==> config.mk <==
export PLATFORM = sky130hd
export DESIGN_NAME = wb_port_arbiter
export DESIGN_NICKNAME = d
export VERILOG_FILES = /design/src/rtl/wb_port_arbiter.sv
export SDC_FILE = /design/constraint.sdc
export NUM_CORES = 1
export LEC_CHECK = 0
export CAP_MARGIN = 20
export CORE_ASPECT_RATIO = 2
export CORE_UTILIZATION = 54
export DETAILED_ROUTE_END_ITERATION = 10
export PLACE_DENSITY_LB_ADDON = 0.05
export SLEW_MARGIN = 10
export SYNTH_ARGS = -nofsm -noshare
export SYNTH_HDL_FRONTEND = slang
export SYNTH_SLANG_ARGS = --single-unit
==> constraint.sdc <==
create_clock -name clk -period 5.3 [get_ports clk]
set_clock_uncertainty 0.2 [all_clocks]
set_input_delay 0.53 -clock clk [delete_from_list [all_inputs] [get_ports clk]]
set_output_delay 0.53 -clock clk [all_outputs]
set_load 0.005 [all_outputs]
==> src/rtl/wb_port_arbiter.sv <==
// Write-back arbiter: grants up to two round-robin requesters per cycle onto the
// register file's two write ports, never pairing two writes to the same register.
module wb_port_arbiter #(
    parameter int unsigned NUM_REQ = 4,
    parameter int unsigned s_width = 32,
    parameter int unsigned s_index = 5
) (
    input  logic                         clk,
    input  logic                         rst_n,
    input  logic                         wb_stall,
    input  logic [NUM_REQ-1:0]           req_valid,
    input  logic [NUM_REQ*s_index-1:0]   req_dest,
    input  logic [NUM_REQ*s_width-1:0]   req_data,
    output logic [NUM_REQ-1:0]           req_ready,
    output logic                         ld_a,
    output logic                         ld_b,
    output logic [s_index-1:0]           dest_a,
    output logic [s_index-1:0]           dest_b,
    output logic [s_width-1:0]           in_a,
    output logic [s_width-1:0]           in_b,
    output logic                         prefer_a,
    output logic                         busy
);

    localparam int unsigned PTR_W = (NUM_REQ > 1) ? $clog2(NUM_REQ) : 1;
    localparam logic [PTR_W-1:0] LAST_IDX = PTR_W'(NUM_REQ - 1);

    logic [PTR_W-1:0]   rr_ptr;
    logic [PTR_W-1:0]   a_idx;
    logic [PTR_W-1:0]   b_idx;
    logic [PTR_W-1:0]   last_idx;
    logic [PTR_W-1:0]   rr_next;
    logic               found_a;
    logic               found_b;
    logic               grant;
    logic               nxt_ld_a;
    logic               nxt_ld_b;
    logic [s_index-1:0] sel_dest_a;
    logic [s_index-1:0] sel_dest_b;
    logic [s_width-1:0] sel_data_a;
    logic [s_width-1:0] sel_data_b;
    logic [s_index-1:0] dest_arr [NUM_REQ];
    logic [s_width-1:0] data_arr [NUM_REQ];

    for (genvar g = 0; g < NUM_REQ; g++) begin : g_unpack
        assign dest_arr[g] = req_dest[g*s_index +: s_index];
        assign data_arr[g] = req_data[g*s_width +: s_width];
    end

    // Scan from the pointer with wrap: first valid is A, next valid with a different dest is B.
    always_comb begin : pick_comb
        int unsigned         idx;
        logic [PTR_W-1:0]    pi;
        found_a    = 1'b0;
        found_b    = 1'b0;
        a_idx      = '0;
        b_idx      = '0;
        sel_dest_a = '0;
        sel_dest_b = '0;
        sel_data_a = '0;
        sel_data_b = '0;
        idx        = 0;
        pi         = '0;
        for (int unsigned k = 0; k < NUM_REQ; k++) begin
            idx = (32'(rr_ptr) + k) % NUM_REQ;
            pi  = PTR_W'(idx);
            if (req_valid[pi]) begin
                if (!found_a) begin
                    found_a    = 1'b1;
                    a_idx      = pi;
                    sel_dest_a = dest_arr[pi];
                    sel_data_a = data_arr[pi];
                end else if (!found_b && (dest_arr[pi] != sel_dest_a)) begin
                    found_b    = 1'b1;
                    b_idx      = pi;
                    sel_dest_b = dest_arr[pi];
                    sel_data_b = data_arr[pi];
                end
            end
        end
    end

    assign grant    = rst_n & ~wb_stall & found_a;
    assign nxt_ld_a = grant & (sel_dest_a != '0);
    assign nxt_ld_b = grant & found_b & (sel_dest_b != '0);
    assign last_idx = found_b ? b_idx : a_idx;
    assign rr_next  = (last_idx == LAST_IDX) ? '0 : last_idx + PTR_W'(1);

    always_comb begin
        req_ready = '0;
        if (grant) begin
            req_ready[a_idx] = 1'b1;
            if (found_b) begin
                req_ready[b_idx] = 1'b1;
            end
        end
    end

    // Register-0 grants are accepted but their load enable is dropped.
    always_ff @(posedge clk) begin
        if (!rst_n) begin
            rr_ptr   <= '0;
            ld_a     <= 1'b0;
            ld_b     <= 1'b0;
            dest_a   <= '0;
            dest_b   <= '0;
            in_a     <= '0;
            in_b     <= '0;
            prefer_a <= 1'b1;
            busy     <= 1'b0;
        end else begin
            ld_a     <= nxt_ld_a;
            ld_b     <= nxt_ld_b;
            busy     <= nxt_ld_a | nxt_ld_b;
            prefer_a <= 1'b1;
            if (grant) begin
                dest_a <= sel_dest_a;
                dest_b <= sel_dest_b;
                in_a   <= sel_data_a;
                in_b   <= sel_data_b;
                rr_ptr <= rr_next;
            end
        end
    end

endmodule

==> impl_metrics.yaml <==
detailed_routing:
  antenna_left: 0
  firstDrtPassIters: 6
  wl_per_cell_microns: 21.8
  vias: 10066
  wl_microns: 32600
  vias_per_cell: 6.72
  drt_iter0_markers: 750
  remaining_drc_errors: 0
sta:
  max_freq_mhz: 202
  totalNegativeSetupSlack_ns: 0
  setup_viol_count_final: 0
  period_minus_slack_ns: 4.96
  relSlewSlack: 0.359
  period_share: 0.935
  setup_slack_ns: 0.344
  rsz0062_at_grt: "no"
  hold_viol: 0
  slew_violations: 0
  worst_pin_slew_ns: 0.962
cts:
  cts_tree: "built"
  insertion_delay_ns: 0.35
  cts_max_level: 3
  cts_resized: 0
  clk_pin_slew_ns: 0.06
  hold_buffers: 0
  cts_root_buf: "clkbuf_16"
  cts_buffer_depth: 2
  cts.sinks: 79
  cts_buffers: 9
place:
  pre_cts_slack_ns: 0.394
  port-buffer-count: 235
  hpwl_microns: 22500
  dp_cells: 1481
  finalWeightedCongestion: 1.03
  placed_cell_area_sq_mm: 0.0108
setup_path:
  cpMaxStageDelayCell: "dfxtp_4"
  critical-path-max-stage-delay_ns: 0.65
  crit_path_start_kind: "flip-flop"
  critPathRequiredTime_ns: 4.57
  critPathKind: "reg2out"
  critical_path_peak_fanout: 39
  crit_top_cell: "a21oi_1"
  crit_chain: "buf_4, mux4_2, a31o_2, a32o_1, a41o_2, and2_0, a21oi_1, o21a_1, nand4_1, a21oi_1, clkdlybuf4s50_1"
  cp.arrival_ns: 4.23
  critPathCaptureType: "output pin"
cells_and_area:
  syn_to_final_growth_pct: 31.0
  drive_gt1_frac: 0.144
  utilization: 0.725
  final_area_sq_mm: 0.0111
  fin_cells: 1497
  nFillCells: 1311
  fin_nets: 1451
synth:
  yosysWarnings: 0
  synthTopCellsByArea: "dfxtp_1 19%, mux2_2 14%, o21ai_0 11%"
  syn_nets: 1295
  netlist_area_sq_mm: 0.00846
  synth_seq_area_share: 0.187
  synth_top_area_share: 0.187
  avgSynthCellArea_sq_um: 7.43
  synth_cells: 1139
  ys_ff_latch: 79
  synth_cell_types: 67
  synth_edf_count: 0
  synth_top_area_cell: "dfxtp_1"
  synth_flop_cell: "dfxtp_1"
  synthArstFlopShare: 0
floorplanning:
  die_x_microns: 90.5
  coreArea_sq_mm: 0.0153
  rows: 64
  fp.dieH_microns: 179
  die-area_sq_mm: 0.0162
  start_util: 0.553
  num_io_pins: 237
run:
  maxCapViolations: 0
global_routing:
  grt_max_degree: 102
  antenna_found_initial: 1
  grtUsageTotal: 0.391
  grt_pass1_vias: 9420
  overflow: 0
  grt_pass1_wl_microns: 49700
power:
  ir_worst_vdd_mv: 0.280
  powerDensity_mw_per_mm2: 534
  leakage_nw: 4.02
hold_path:
  hp-class: "reg2reg"
run_status:
  status: "completed"
## flip-flops by register name, summed over array words and instances, names as in the netlist
name and cells:
ld_a 1, dest_b 5, dest_a 5, in_a 32, ld_b 1, rr_ptr 2
busy 1, in_b 32
## final cells by class
class,count,area [sq um],share of cell area
antenna,1,2.50,0.000226
clock buffer,13,260,0.0235
clock inverter,1,5.00,0.000451
inverter,7,28.8,0.00260
multi-input combinational,931,6350,0.573
sequential,79,1590,0.143
tap,198,248,0.0223
timing repair buffer,267,2600,0.235
## metal layers
layer / up-vias / wire length (microns) / GRT usage
li1: 4634 / - / -
met2: 547 / 16300 / 0.660
met3: 168 / 2370 / 0.0696
met4: 0 / 2880 / 0.352
met1: 4717 / 11100 / 0.414
met5: - / 0 / 0
## power by group
part | internal (mW) | total (mW) | switching [mW]
Combinational | 1.92 | 4.39 | 2.47
Sequential | 0.769 | 0.947 | 0.179
Clock | 0.337 | 0.586 | 0.249
Total | 3.02 | 5.92 | 2.90
## critical path, delay by kind of cell (launching register included)
family | cells | cell delay [ns]
flops | 1 | 0.65
buf+inv | 2 | 0.89
simple gates | 2 | 0.34
mux | 1 | 0.43
compound gates | 6 | 1.54
## final timing paths
kind | startpoint | to | slack, ns | depth (start not counted)
worst max-delay path | rr_ptr[1] | req_ready[0] | 0.34 | 11
worst min-delay path | dest_b[0] | dest_b[0] | 0.25 | 2
worst max register to register | rr_ptr[1] | ld_b | 0.66 | 11
worst min register to register | dest_b[0] | dest_b[0] | 0.25 | 2
## kinds of logic (layout without fill, tap and decap cells)
kind of cell             count (synthesis)  after routing  share of synthesized area
AO/OA/AOI/OAI                          440            440                      0.327
AND/OR/NAND/NOR                        319            319                      0.178
multiplexers                           158            158                      0.229
adder cells (fa/ha/maj)                  1              1                    0.00148
XOR/XNOR                                12             12                     0.0124
other                                    1              2                   0.000443
flip-flops                              79             79                      0.187
buffers and inverters                  129            288                     0.0655
## cells in the final DEF (no fill, tap or decap), types with 3 or more instances in the layout
master | netlist | layout
or2_2 | 4 | 4
o21ai_0 | 185 | 184
o21a_1 | 11 | 10
a31oi_1 | 6 | 6
and3_1 | 3 | 3
mux2i_1 | 38 | 38
dfxtp_1 | 79 | 77
clkbuf_16 | 0 | 9
nand3_1 | 53 | 53
nor3_1 | 3 | 3
o21ai_1 | 4 | 4
nor2_1 | 80 | 79
nand2_1 | 120 | 120
buf_4 | 1 | 31
mux4_2 | 18 | 18
o22ai_1 | 32 | 32
xnor2_1 | 11 | 11
o2111ai_1 | 31 | 31
nand2b_1 | 34 | 34
a221oi_1 | 66 | 66
nor4bb_1 | 3 | 3
a21oi_1 | 74 | 74
inv_1 | 7 | 6
mux2_2 | 102 | 102
a21o_1 | 4 | 4
clkdlybuf4s50_1 | 0 | 234
## cell usage after synthesis, drive strengths merged, types with 4 or more instances
library cell and number:
a21o 4, a21oi 75, a221oi 66, a31oi 6
buf 39, clkbuf 83, dfxtp 79, inv 7
mux2 102, mux2i 38, mux4 18, nand2 120
nand2b 34, nand3 53, nor2 80, o2111ai 31
o21a 11, o21ai 190, o22ai 32, or2 4
xnor2 11
## stage by stage
| step | hold WS, ns | power [mW] |
|---|---|---|
| finish | 0.251 | 5.92 |
| floorplan | 0.246 | 3.90 |
| global placement | 0.240 | 5.14 |
| global route | 0.274 | 6.32 |
| CTS | 0.253 | 5.80 |
| detailed placement | 0.246 | 5.19 |
## repair_timing
action,4_1_cts,5_1_grt
endpoints found under the setup margin,0,1
hold endpoints to repair,0,0
setup buffers,0,1
(Power assumes the default switching activity.)
